**config.mk**
```make
export PLATFORM = sky130hd
export DESIGN_NAME = alu_op_scheduler
export DESIGN_NICKNAME = d
export VERILOG_FILES = /design/src/rtl/alu_op_scheduler.sv
export SDC_FILE = /design/constraint.sdc
export NUM_CORES = 1
export LEC_CHECK = 0
export BUFFER_PORTS_ARGS = -buffer_cell sky130_fd_sc_hd__buf_2
export CAP_MARGIN = 15
export CORE_UTILIZATION = 39
export DETAILED_ROUTE_END_ITERATION = 7
export HOLD_SLACK_MARGIN = 0.08
export PLACE_DENSITY = 0.68
export SYNTH_ARGS = -nofsm -noshare
export SYNTH_HDL_FRONTEND = slang
export SYNTH_SLANG_ARGS = --single-unit
```
**constraint.sdc**
```tcl
create_clock -name clk -period 2.35 [get_ports clk]
set_input_delay 0.705 -clock clk [delete_from_list [all_inputs] [get_ports clk]]
set_output_delay 0.705 -clock clk [all_outputs]
set_load 0.02 [all_outputs]
```
**src/rtl/alu_op_scheduler.sv**
```systemverilog
// Issue stage for the 16-bit ALU: request FIFO, IDLE/ISSUE/CAPTURE/HOLD sequencer, tagged result return.
// Optional opcode checking is compiled in with ALU_SCHED_ERR_CHECK_EN.
`timescale 1ns/1ps
module alu_op_scheduler #(
   parameter int DEPTH = 4,
   parameter int TAG_W = 4
) (
   input  logic                     clk,
   input  logic                     reset_n,
   input  logic                     in_valid,
   output logic                     in_ready,
   input  logic [3:0]               in_opcode,
   input  logic [15:0]              in_a,
   input  logic [15:0]              in_b,
   input  logic [TAG_W-1:0]         in_tag,
   output logic [15:0]              alu_operandA,
   output logic [15:0]              alu_operandB,
   output logic [3:0]               alu_opcode,
   input  logic [31:0]              alu_result,
   output logic                     out_valid,
   input  logic                     out_ready,
   output logic [31:0]              out_result,
   output logic [TAG_W-1:0]         out_tag,
   output logic                     out_error,
   output logic [$clog2(DEPTH):0]   fifo_count,
   output logic                     busy
);
   localparam int PTR_W = $clog2(DEPTH);
   localparam int CNT_W = PTR_W + 1;
   localparam int ENTRY_W = 4 + 16 + 16 + TAG_W;
   localparam logic [CNT_W-1:0] FULL = CNT_W'(DEPTH);

   typedef enum logic [1:0] {IDLE, ISSUE, CAPTURE, HOLD} state_t;

   state_t             state_reg, state_next;
   logic [ENTRY_W-1:0] mem [DEPTH];
   logic [PTR_W-1:0]   wr_ptr_reg, rd_ptr_reg;
   logic [CNT_W-1:0]   count_reg;
   logic [3:0]         issue_opcode_reg;
   logic [15:0]        issue_a_reg, issue_b_reg;
   logic [TAG_W-1:0]   issue_tag_reg;
   logic [31:0]        out_result_reg;
   logic [TAG_W-1:0]   out_tag_reg;
   logic               out_error_reg;
   logic               push, pop;
   logic [31:0]        cap_result;
   logic               cap_error;

   assign in_ready = (count_reg != FULL);
   assign push     = in_valid && in_ready;

   always_comb begin
      state_next = state_reg;
      pop        = 1'b0;
      case (state_reg)
         IDLE: begin
            if (count_reg != '0) begin
               pop        = 1'b1;
               state_next = ISSUE;
            end
         end
         ISSUE:   state_next = CAPTURE;
         CAPTURE: state_next = HOLD;
         HOLD: begin
            if (out_ready) begin
               if (count_reg != '0) begin
                  pop        = 1'b1;
                  state_next = ISSUE;
               end else begin
                  state_next = IDLE;
               end
            end
         end
         default: state_next = IDLE;
      endcase
   end

   // Storage carries no reset; only pointers and count define what is valid.
   always_ff @(posedge clk) begin
      if (push)
         mem[wr_ptr_reg] <= {in_opcode, in_a, in_b, in_tag};
   end

`ifdef ALU_SCHED_ERR_CHECK_EN
   logic illegal_op, div_zero;
   always_comb begin
      illegal_op = (issue_opcode_reg >= 4'd11);
      div_zero   = (issue_opcode_reg == 4'd3) && (issue_b_reg == 16'd0);
      cap_error  = illegal_op || div_zero;
      cap_result = illegal_op ? 32'd0 : alu_result;
   end
`else
   assign cap_error  = 1'b0;
   assign cap_result = alu_result;
`endif

   always_ff @(posedge clk or negedge reset_n) begin
      if (!reset_n) begin
         state_reg        <= IDLE;
         wr_ptr_reg       <= '0;
         rd_ptr_reg       <= '0;
         count_reg        <= '0;
         issue_opcode_reg <= '0;
         issue_a_reg      <= '0;
         issue_b_reg      <= '0;
         issue_tag_reg    <= '0;
         out_result_reg   <= '0;
         out_tag_reg      <= '0;
         out_error_reg    <= 1'b0;
      end else begin
         state_reg <= state_next;
         if (push)
            wr_ptr_reg <= wr_ptr_reg + PTR_W'(1);
         if (pop) begin
            rd_ptr_reg <= rd_ptr_reg + PTR_W'(1);
            {issue_opcode_reg, issue_a_reg, issue_b_reg, issue_tag_reg} <= mem[rd_ptr_reg];
         end
         case ({push, pop})
            2'b10:   count_reg <= count_reg + CNT_W'(1);
            2'b01:   count_reg <= count_reg - CNT_W'(1);
            default: count_reg <= count_reg;
         endcase
         // ALU result registered at the end of ISSUE is visible here.
         if (state_reg == CAPTURE) begin
            out_result_reg <= cap_result;
            out_tag_reg    <= issue_tag_reg;
            out_error_reg  <= cap_error;
         end
      end
   end

   assign alu_operandA = issue_a_reg;
   assign alu_operandB = issue_b_reg;
   assign alu_opcode   = issue_opcode_reg;
   assign out_valid    = (state_reg == HOLD);
   assign out_result   = out_result_reg;
   assign out_tag      = out_tag_reg;
   assign out_error    = out_error_reg;
   assign fifo_count   = count_reg;
   assign busy         = (state_reg != IDLE) || (count_reg != '0);
endmodule

```
==> flow_summary_export.csv <==
group,metric,value,unit
sta,final.period_utilization,97.7,%
synth,syn-num-nets,510,
floorplan,start_util,39.8,%
sta,skew,7.94,ps
route,detail-route-antenna-nets,0,
finish,fin_cells,945,
synth,synthesis.area,9310,um2
synth,synthArstFlopShare,34.7,%
global_routing,grt_util_met1,17.9,%
worst_setup_path,required,1640,ps
power_and_ir_drop,power_frac_comb,34.7,%
sta,holdWs,405,ps
global_routing,grt_max_degree,54,
finish,final_common_cell,"edfxtp_1",
global_routing,antenna_found_initial,2,
synth,synth_cell_type_count,31,
place,gp_routability_congestion,0.694,
power_and_ir_drop,power_density,1420,nW/um2
finish,layout_common_cells,"edfxtp_1 (160), buf_2 (152), dfrtp_1 (80)",
worst_setup_path,criticalPathCategory,"reg2out",
worst_setup_path,crit_fanout,6,
route,wl_per_cell,18.3,um
global_routing,use_met2,24.9,%
sta,maxSlewViolCount,0,
power_and_ir_drop,power,16200,uW
route,drcViolationCount,0,
place,placed_area,10500,um2
route,via_per_inst,4.77,
worst_setup_path,start_kind,"register",
sta,hold_viol,0,
power_and_ir_drop,switchingPower,5110,uW
synth,netlist_instances,424,
synth,yosysWarningCount,0,
global_routing,first_global_vias,4882,
route,wirelength,17300,um
worst_setup_path,r2r_cells,9,
global_routing,grt_use_total,14.4,%
worst_setup_path,reg2reg_from,"state_reg[0]",
synth,ys_seq_area_share,74.5,%
sta,setup_viol,0,
global_routing,overflow,0,
clock_tree,path_clk_slew,60,ps
clock_tree,cts_buffers,27,
power_and_ir_drop,internal-power,11100,uW
finish,final_area,11400,um2
clock_tree,cts.sinks,245,
sta,clock.fmax,436,MHz
power_and_ir_drop,netSwitchingFraction,31.5,%
floorplan,row_count,56,
route,drt_iter0_markers,146,
global_routing,met3_usage,3.54,%
sta,setup-tns-final,0,ps
sta,slew_headroom,62.1,%
route,vias,4504,
sta,worst_pin_slew,568,ps
min_path,hp-class,"in2reg",
place,hpwlAfterDp,10700,um
synth,ys_ff_latch,245,
floorplan,num_io_pins,155,
power_and_ir_drop,irDropWorstVdd,758,uV
worst_setup_path,crit_arrival,1590,ps
flow_run,max_cap_viol_count,0,
place,io_buffers,153,
worst_setup_path,cp-endpoint,"in_ready",
worst_setup_path,cp-startpoint,"fifo_count[1]",
clock_tree,clk_latency,510,ps
clock_tree,clock-root-buffer,"clkbuf_16",
power_and_ir_drop,p_leak,0.00440,uW
clock_tree,cts.htree.levels,1,
floorplan,core_area,23400,um2
outcome,outcome,"finished, final reports clean",
synth,synth_edf_count,160,
synth,synth_top_cell_area_share,51.6,%
worst_setup_path,rr_endpoint,"fifo_count[2]",
synth,synth.avg_cell_area,21.9,um2
worst_setup_path,endpoint_kind,"primary output",
sta,rsz0062_at_grt,"false",
clock_tree,cts_tree,"yes",
power_and_ir_drop,clockPowerShare,23.6,%
floorplan,die_y,156,um
synth,ys_top_cells_by_area,"edfxtp_1 (52%), dfrtp_1 (23%), mux4_2 (9.2%)",
finish,nNetsFinal,691,
floorplan,die_w,156,um
finish,area_delta_synth_final,22.3,%
global_routing,busiest_layer,"met2",
finish,fill_cells,1978,
route,first_pass_iters,4,
synth,yosys.area.top_type,"edfxtp_1",
finish,layout-drive-gt1-share,54.2,%
synth,yosys_most_used_dff,"edfxtp_1",
worst_setup_path,rrSetupSlack,190,ps
floorplan,dieArea,24500,um2
global_routing,grt_pass1_wl,26800,um
finish,largest_reg_flops,160,
place,dp_cells,891,
sta,finalCriticalPeriod,2300,ps
clock_tree,cts_buffer_depth,3,
power_and_ir_drop,seq_power_share,41.7,%
==> power by group through the flow <==
| stage | Combinational [uW] | Clock [uW] | Sequential (uW) |
|---|---|---|---|
| floorplan | 3420 | 0 | 7390 |
| global placement | 5510 | 0 | 6780 |
| detailed placement | 5680 | 0 | 6860 |
| CTS | 5720 | 3940 | 6790 |
| global route | 6070 | 4070 | 6930 |
| finish | 5620 | 3820 | 6760 |
==> synth_stat cells (2+ instances only) <==
library cell,instances
a21oi_1,2
and3_1,4
buf_1,3
buf_2,4
buf_6,9
clkbuf_1,2
dfrtp_1,85
edfxtp_1,160
ha_1,9
inv_1,5
mux2_2,57
mux2_4,22
mux4_1,2
mux4_2,38
nor2_1,2
xnor2_1,3
xor2_1,3
==> worst min-delay path by stage <==
stage	slack [ps]	endpoint	cells past startpoint	from
2_1_floorplan	410	alu_opcode[0]	0	reset_n
3_3_place_gp	480	out_result[22]	1	out_result[22]
3_5_place_dp	490	out_tag[1]	1	out_tag[1]
4_1_cts	380	mem[2][8]	1	in_b[4]
5_1_grt	390	mem[3][16]	1	in_b[12]
6_report	410	mem[1][7]	1	in_b[3]
==> logic make-up after synthesis <==
family,after synthesis,synth area share [%]
adders and majority gates,10,1.43
and+or+nand+nor,14,1.10
xor gates and xnor gates,6,0.565
muxes,119,20.2
buffers and inverters,24,1.79
other,1,0.0403
AOI/OAI and AO/OA,5,0.377
DFF,245,74.5
==> metrics by stage <==
| stage | setup WS (ps) | utilization [%] |
|---|---|---|
| after detailed placement | 87.0 | 44.9 |
| after floorplan | 34.2 | - |
| final | 54.9 | 48.6 |
| after global routing | 1.05 | 48.6 |
| after CTS | 17.7 | 48.5 |
| after global placement | 80.1 | 44.9 |
==> worst max-delay path, cell delays in order, from the launching register on <==
cell and delay, ps:
dfrtp_2 450, or3b_4 450, buf_2 180
==> cell type report <==
cell class	count	area (um2)	share of cell area, %
Tap cell	319	399	3.51
Timing Repair Buffer	171	985	8.66
Multi-Input combinational cell	155	2220	19.5
Clock buffer	41	768	6.75
Antenna cell	1	2.50	0.0220
Sequential cell	245	6940	61.0
Clock inverter	8	43.8	0.385
Inverter	5	18.8	0.165
==> per-layer routing <==
metal / vias to the layer above / routed length [um]
li1: 2035 / -
met1: 2290 / 7370
met2: 154 / 8460
met3: 25 / 1120
met4: 0 / 363
met5: - / 0
==> repair_timing <==
item                                   in CTS  in global routing
endpoints found under the hold margin      13                  0
pin swaps                                   0                  1
resized for setup                           3                  2
hold buffers                                1                  0
buffers inserted                            2                  1
setup endpoints to repair                   2                 21
No activity file was read; power rests on OpenSTA's default activity.
